$ cat src/rtl/uart_transmit.sv
// uart_transmit: double-buffered UART transmitter.
// Sends a start bit, 8 data bits LSB first, an optional parity bit and
// 1 or 2 stop bits. Each bit lasts `baudrate` clocks, with 0 treated as 1.
// Ports:
//   clk       system clock; all state changes on the rising edge
//   rst_n     asynchronous active-low reset
//   baudrate  clocks per bit; latched at the start of each frame
//   datain    byte to send; captured when wr=1 and thre=1
//   wr        write strobe
//   tx        serial line; registered and idle-high
//   thre      holding register empty
//   tsre      shifter empty; no frame in progress
//   done      one-cycle pulse on the last clock of a frame
//   over      one-cycle pulse after a write that arrived while thre=0
module uart_transmit #(
  parameter int unsigned PARITY_EN  = 0,
  parameter int unsigned PARITY_ODD = 0,
  parameter int unsigned STOP_BITS  = 1
) (
  input  logic       clk,
  input  logic       rst_n,
  input  logic [7:0] baudrate,
  input  logic [7:0] datain,
  input  logic       wr,
  output logic       tx,
  output logic       thre,
  output logic       tsre,
  output logic       done,
  output logic       over
);

  typedef enum logic [2:0] {IDLE, START, DATA, PARITY, STOP} state_t;

  localparam logic [2:0] LAST_STOP = 3'(STOP_BITS - 1);
  localparam logic       PAR_INIT  = (PARITY_ODD != 0);
  localparam logic       ONE_STOP  = (STOP_BITS == 1);

  state_t     state;
  logic [7:0] holding;
  logic [7:0] shift;
  logic [7:0] b_lat;
  logic [7:0] cnt;
  logic [2:0] bitn;
  logic       par;
  logic       bit_end;
  logic       last_stop;
  logic       load;

  assign bit_end   = (cnt == b_lat - 8'd1);
  assign last_stop = (bitn == LAST_STOP);
  // A frame is loaded from IDLE or straight out of the final stop clock,
  // which gives back-to-back frames with no idle gap.
  assign load = !thre && ((state == IDLE) || (state == STOP && bit_end && last_stop));

  always_ff @(posedge clk or negedge rst_n) begin
    if (!rst_n) begin
      state   <= IDLE;
      holding <= '0;
      shift   <= '0;
      b_lat   <= 8'd1;
      cnt     <= '0;
      bitn    <= '0;
      par     <= 1'b0;
      tx      <= 1'b1;
      thre    <= 1'b1;
      tsre    <= 1'b1;
      done    <= 1'b0;
      over    <= 1'b0;
    end else begin
      done <= 1'b0;
      over <= wr && !thre;

      if (wr && thre) begin
        holding <= datain;
        thre    <= 1'b0;
      end

      case (state)
        IDLE: tx <= 1'b1;

        START: begin
          if (bit_end) begin
            cnt   <= '0;
            bitn  <= '0;
            state <= DATA;
            tx    <= shift[0];
          end else begin
            cnt <= cnt + 8'd1;
          end
        end

        DATA: begin
          if (bit_end) begin
            cnt   <= '0;
            shift <= {1'b0, shift[7:1]};
            if (bitn == 3'd7) begin
              bitn <= '0;
              if (PARITY_EN != 0) begin
                state <= PARITY;
                tx    <= par;
              end else begin
                state <= STOP;
                tx    <= 1'b1;
                done  <= ONE_STOP && (b_lat == 8'd1);
              end
            end else begin
              bitn <= bitn + 3'd1;
              tx   <= shift[1];
            end
          end else begin
            cnt <= cnt + 8'd1;
          end
        end

        PARITY: begin
          if (bit_end) begin
            cnt   <= '0;
            bitn  <= '0;
            state <= STOP;
            tx    <= 1'b1;
            done  <= ONE_STOP && (b_lat == 8'd1);
          end else begin
            cnt <= cnt + 8'd1;
          end
        end

        STOP: begin
          // done is registered, so it is raised on the edge that enters
          // the final stop clock.
          if (bit_end) begin
            cnt <= '0;
            if (last_stop) begin
              state <= IDLE;
              tsre  <= 1'b1;
              tx    <= 1'b1;
            end else begin
              bitn <= bitn + 3'd1;
              done <= (b_lat == 8'd1) && ((bitn + 3'd1) == LAST_STOP);
            end
          end else begin
            cnt  <= cnt + 8'd1;
            done <= last_stop && ((cnt + 8'd1) == (b_lat - 8'd1));
          end
        end

        default: state <= IDLE;
      endcase

      // Frame load takes priority over the per-state updates above.
      if (load) begin
        shift <= holding;
        par   <= (^holding) ^ PAR_INIT;
        b_lat <= (baudrate == 8'd0) ? 8'd1 : baudrate;
        thre  <= 1'b1;
        tsre  <= 1'b0;
        state <= START;
        tx    <= 1'b0;
        cnt   <= '0;
        bitn  <= '0;
      end
    end
  end

endmodule
$ cat config.mk
export PLATFORM = sky130hd
export DESIGN_NAME = uart_transmit
export DESIGN_NICKNAME = d
export VERILOG_FILES = /design/src/rtl/uart_transmit.sv
export SDC_FILE = /design/constraint.sdc
export NUM_CORES = 1
export LEC_CHECK = 0
export CAP_MARGIN = 15
export CORE_UTILIZATION = 58
export DETAILED_ROUTE_END_ITERATION = 10
export DONT_BUFFER_PORTS = 1
export PLACE_DENSITY_LB_ADDON = 0.2
export SLEW_MARGIN = 20
export SYNTH_ARGS = -nofsm -noshare
export SYNTH_HDL_FRONTEND = slang
export SYNTH_SLANG_ARGS = --single-unit
$ cat constraint.sdc
create_clock -name clk -period 7.33 [get_ports clk]
set_input_delay 0.733 -clock clk [delete_from_list [all_inputs] [get_ports clk]]
set_output_delay 0.733 -clock clk [all_outputs]
set_load 0.005 [all_outputs]
==> results.json, run 1 <==
{
  "status": "finished clean",
  "drtIter0Drc": 171,
  "fillers": 362,
  "area_growth_pct": 4.23,
  "worstPathRequired_ns": 7.51,
  "ys_seq_area_share_pct": 41.5,
  "cts_setup_buffers": 0,
  "port_buffers": 0,
  "drive_gt1_share_pct": 15.1,
  "crit_buf_inv": 1,
  "worstSetupPathType": "flip-flop to flip-flop",
  "cap_violations": 0,
  "reg2reg_setup_slack_ns": 4.41,
  "path_cells": "inv_1 > ha_1 > nor3b_2 > xnor3_1 > nand4_1 > nor4_4 > mux2_1 > mux2_1",
  "clkTransAtPathRegs_ns": 0.09,
  "synth_top_cell_by_area": "dfrtp_1",
  "crit_family": "simple AND/OR/NAND/NOR gates",
  "crit_path_start_kind": "flip-flop",
  "synth_nets": 279,
  "grt_pass1_wl_mm": 8.56,
  "core_sq_um": 4320,
  "syn_inst": 253,
  "totalWireLength_mm": 4.83,
  "final_area_sq_um": 2710,
  "synth.cell_area_sq_um": 2600,
  "yosysWarnings": 0,
  "layout.nets": 276,
  "critPathArrivalTime_ns": 3.11,
  "dr.pass1.iters": 4,
  "postCtsHoldBufs": 0,
  "num_io_pins": 24,
  "vias": 1861,
  "end_kind": "flip-flop",
  "grt_max_degree": 44,
  "max_freq_mhz": 342,
  "gp_congestion": 0.850,
  "fin_crit_ns": 2.92,
  "grt-ovfl-total": 0,
  "final_common_cell": "dfrtp_1",
  "ir_drop_mv": 0.215,
  "clkLatencyLatePin_ns": 0.30,
  "drv_slew": 0,
  "grt_pass1_vias": 1820,
  "fin_setup_tns_ns": 0,
  "antenna_found_initial": 0,
  "mostFrequentLayoutCells": "dfrtp_1, nand2_1, nor2_1",
  "rsz0062_at_grt": "false",
  "reg2reg_from": "b_lat[0]",
  "synth_edf_count": 0,
  "postSynth.asyncResetShare_pct": 100,
  "dp_hpwl_mm": 3.56,
  "cp_slowest_cell": "dfstp_2",
  "cts_resized": 0,
  "critPathMaxStageDelay_ns": 0.62,
  "synth_top_area_share_pct": 37.5,
  "finalCritPeriodShare_pct": 39.9,
  "ant_nets": 0,
  "r2r_end": "shift[4]",
  "clock-sinks": 43,
  "cpMostUsedCell": "mux2_1",
  "viasPerCell": 6.14,
  "synth_ff_type": "dfrtp_1",
  "tightest_slew_ns": 0.606,
  "final_hold_viol_count": 0,
  "leakagePower_uw": 0.00109,
  "htree_num_levels": 2,
  "cts_tree": "yes",
  "wire_per_inst_um": 15.9,
  "powerDensity_nw_per_um2": 408,
  "synth_top_cells_by_area": "dfrtp_1, mux2_1, mux2_2",
  "start_util_pct": 60.2,
  "syn-mean-instance-area_sq_um": 10.3,
  "cts-root-buf": "clkbuf_8",
  "die_h_um": 69,
  "drc_errors": 0,
  "slew_headroom_pct": 59.2,
  "r2r.worst_path.cells": 8,
  "clockBufferDepth": 2,
  "rows": 24,
  "skew_ns": 0.00565,
  "n_antenna_cell": 0,
  "ys_ff_latch": 43,
  "crit_fanout": 8,
  "placed_area_sq_um": 2620,
  "die_w_um": 69,
  "floorplan.die_area_sq_um": 4760,
  "setup_viol": 0,
  "min-delay-path-class": "input port to async pin",
  "tritoncts.num_buffers": 5,
  "ys_types": 58,
  "grt_util_all_layers_pct": 22.1
}
registers in the layout, indices dropped and copies added, names as in the netlist, 3 cells and up:
register  flops
holding       8
cnt           8
state         3
b_lat         8
shift         8
bitn          3
metal layers:
| metal | wire (um) | up-vias | part of all wire (%) | GRT usage [%] |
|---|---|---|---|---|
| met4 | 59 | 0 | 1.2 | 6.12 |
| li1 | - | 914 | - | - |
| met3 | 248 | 6 | 5.1 | 4.97 |
| met5 | 0 | - | 0 | 0 |
| met2 | 2140 | 54 | 44 | 32.7 |
| met1 | 2390 | 887 | 49 | 32.8 |
cell usage after synthesis, drive strengths merged (2+ instances only):
cell type	number
dfrtp	39
mux2	30
nand2	21
nor2	18
o21ai	14
nand3	13
a21oi	11
xnor2	11
inv	8
clkbuf	7
ha	7
nor3	6
xor2	6
a31oi	4
dfstp	4
nand2b	4
o211ai	4
buf	3
nor2b	3
o31ai	3
a21o	2
a22o	2
a31o	2
and3	2
mux2i	2
nand3b	2
nand4	2
nor4	2
o22ai	2
or3	2
power by group:
| group | total [uW] | switching (uW) | internal, uW | leakage [uW] |
|---|---|---|---|---|
| logic | 499 | 255 | 243 | 0.000516 |
| clock network | 162 | 91.2 | 70.8 | 0.0000495 |
| registers | 447 | 110 | 337 | 0.000527 |
| total | 1110 | 456 | 651 | 0.00109 |
metrics by stage:
stage               util, %  hold slack (ns)  worst slack, ns  total power, uW  instances
floorplan                 -            0.437             4.71              857        253
global placement       60.6            0.439             4.50              937        295
detailed placement     60.6            0.439             4.40              949        295
CTS                    62.8            0.108             4.39             1110        303
global route           62.8            0.106             4.24             1190        303
finish                 62.8            0.117             4.41             1110        303
area by class of cell:
type	instances	area (sq um)	share of cell area, %
clock buffers	5	68.8	2.54
clock inverters	3	26.3	0.968
inverters	8	30.0	1.11
multi-input cells	192	1440	53.2
flip-flops and latches	43	1080	39.8
well taps	52	65.1	2.40
kinds of logic after synthesis:
| logic type | share of synthesized area, % |
|---|---|
| muxes | 13.7 |
| and+or+nand+nor | 15.9 |
| DFF | 41.5 |
| xor gates and xnor gates | 6.58 |
| AOI/OAI and AO/OA | 15.8 |
| buffers and inverters | 3.08 |
| adders and majority gates | 3.36 |
worst max path at each step:
| stage | start | end | slack [ns] | cells after the start |
|---|---|---|---|---|
| floorplan | b_lat[0] | shift[0] | 4.71 | 8 |
| global placement | b_lat[0] | shift[2] | 4.50 | 8 |
| detailed placement | b_lat[0] | shift[4] | 4.40 | 8 |
| CTS | b_lat[0] | shift[4] | 4.39 | 8 |
| global route | b_lat[0] | shift[4] | 4.24 | 8 |
| finish | b_lat[0] | shift[4] | 4.41 | 8 |
Note: power is estimated with default switching activity, not from simulation.
==> inputs of run 2 (changes only) <==
--- a/config.mk
+++ b/config.mk
@@ -6,7 +6,7 @@
 export NUM_CORES = 1
 export LEC_CHECK = 0
 export CAP_MARGIN = 15
-export CORE_UTILIZATION = 58
+export CORE_UTILIZATION = 57
 export DETAILED_ROUTE_END_ITERATION = 10
 export DONT_BUFFER_PORTS = 1
 export PLACE_DENSITY_LB_ADDON = 0.2
==> constraint.sdc (replaced) <==
create_clock -name clk -period 2.52 [get_ports clk]
set_input_delay 0.252 -clock clk [delete_from_list [all_inputs] [get_ports clk]]
set_output_delay 0.252 -clock clk [all_outputs]
set_load 0.005 [all_outputs]
==> run 2 against run 1 <==
Net effect: sequential share of layout area decreased by 3.3 points; critical path depth unchanged; sequential power increased to 2.8 times the previous value; clock-buffer cell count stayed put; worst hold slack worse by 0.037 ns; wire length increased by 8.3%; via count up 4.9%; utilization increased by 4.7 points; clock power rose to 2.9 times the previous value; register-to-register slack worse by 4.4 ns; non-clock buffer count increased by 21; largest power group unchanged; highest routed layer unchanged.
==> results.json, run 2 (synthesized netlist as in run 1, its figures left out) <==
{
  "status": "finished clean",
  "drv_slew": 0,
  "final_hold_viol_count": 0,
  "slew_headroom_pct": 62.4,
  "die_w_um": 69.6,
  "leakagePower_uw": 0.00122,
  "fin_crit_ns": 2.48,
  "n_antenna_cell": 0,
  "powerDensity_nw_per_um2": 1190,
  "tritoncts.num_buffers": 5,
  "crit_path_start_kind": "flip-flop",
  "setup_viol": 0,
  "clock-sinks": 43,
  "worstSetupPathType": "flip-flop to flip-flop",
  "grt_util_all_layers_pct": 22.9,
  "antenna_found_initial": 0,
  "vias": 1952,
  "viasPerCell": 6.01,
  "core_sq_um": 4380,
  "grt_max_degree": 44,
  "drive_gt1_share_pct": 23.1,
  "final_common_cell": "dfrtp_1",
  "dr.pass1.iters": 5,
  "crit_fanout": 8,
  "whs_endpoint": "over",
  "rows": 24,
  "finalHoldWorstSlack_ns": 0.0795,
  "clkLatencyLatePin_ns": 0.31,
  "grt-ovfl-total": 0,
  "fillers": 346,
  "rsz0062_at_grt": "true",
  "r2r_end": "shift[1]",
  "gr-usage-met3_pct": 4.80,
  "port_buffers": 0,
  "gp_congestion": 0.909,
  "clkTransAtPathRegs_ns": 0.09,
  "max_freq_mhz": 404,
  "grt_busiest_layer": "met2",
  "skew_ns": 0.00859,
  "fin_setup_tns_ns": 0,
  "multiInputGateArea_sq_um": 1490,
  "die_h_um": 69.6,
  "tightest_slew_ns": 0.558,
  "finalCritPeriodShare_pct": 98.3,
  "floorplan.die_area_sq_um": 4840,
  "end_kind": "flip-flop",
  "reg2reg_setup_slack_ns": 0.04,
  "cts_tree": "yes",
  "r2r.worst_path.cells": 8,
  "holdPathStages": 1,
  "reg2reg_from": "b_lat[3]",
  "worstPathRequired_ns": 2.72,
  "htree_num_levels": 2,
  "start_util_pct": 59.4,
  "use_met1_pct": 33.2,
  "clockBufferDepth": 2,
  "cts-root-buf": "clkbuf_8",
  "min-delay-path-class": "input port to flip-flop",
  "critPathArrivalTime_ns": 2.68,
  "seqCellArea_sq_um": 1080,
  "grt_pass1_vias": 1851,
  "totalWireLength_mm": 5.23,
  "num_io_pins": 24,
  "grt_pass1_wl_mm": 8.71,
  "area_growth_pct": 13.6,
  "cap_violations": 0,
  "wire_per_inst_um": 16.1,
  "drtIter0Drc": 248,
  "drc_errors": 0,
  "dp_hpwl_mm": 3.81,
  "hold_start": "wr",
  "ir_drop_mv": 0.751,
  "grtUsageMet2_pct": 33.9,
  "mostFrequentLayoutCells": "dfrtp_1, nand2_1, nor2_1",
  "ant_nets": 0,
  "layout.nets": 298
}
[run 2: per-stage QoR]
| stage | total power [uW] | cells | utilization [%] | instance area [sq um] | setup slack, ns |
|---|---|---|---|---|---|
| final | 3530 | 325 | 67.4 | 2960 | 0.0433 |
| after global routing | 3780 | 325 | 67.4 | 2960 | -0.0540 |
| after CTS | 3440 | 323 | 66.3 | 2910 | 0.000123 |
| after detailed placement | 2940 | 312 | 63.0 | 2760 | -0.00298 |
| after global placement | 2900 | 312 | 63.0 | 2760 | 0.0563 |
| after floorplan | 2500 | 253 | - | 2610 | -0.00703 |
[run 2: timing repair]
item / in CTS / in global routing
setup buffers: 0 / 1
hold buffers: 3 / 0
gates cloned: 0 / 1
hold endpoints to repair: 44 / 0
resized for setup: 2 / 6
pin swaps: 0 / 2
setup endpoints to repair: 2 / 18
[run 2: how the worst max path moves through the flow]
stage,end,cells past startpoint,startpoint
2_1_floorplan,shift[0],8,b_lat[2]
3_3_place_gp,shift[2],8,b_lat[4]
3_5_place_dp,shift[1],8,b_lat[4]
4_1_cts,shift[1],8,b_lat[4]
5_1_grt,shift[6],8,b_lat[4]
6_report,shift[1],8,b_lat[3]
[run 2: report_power, final]
| group | switching (uW) | internal [uW] |
|---|---|---|
| Combinational | 906 | 916 |
| Clock | 261 | 204 |
| Sequential | 262 | 980 |
| Total | 1430 | 2100 |
[run 2: area by class of cell]
cell class                 count  share of cell area, %
clock buffer                   5                   2.33
clock inverter                 3                  0.889
inverter                       8                   1.02
multi-input combinational    193                   50.5
sequential                    43                   36.6
tap                           52                   2.20
timing repair buffer          21                   6.47
[run 2: routing by layer]
layer,wire length (um),vias to the layer above
met4,75,0
met1,2490,926
met5,0,-
met2,2410,61
met3,255,9
li1,-,956
[run 2: critical path: stages, from the launching register on]
cell and delay [ns]:
dfrtp_1 0.41, or3_4 0.41, nor3b_4 0.22, xnor3_1 0.19, nand4_1 0.18, nor4_4 0.19
buf_6 0.17, mux2_1 0.32, mux2_1 0.29
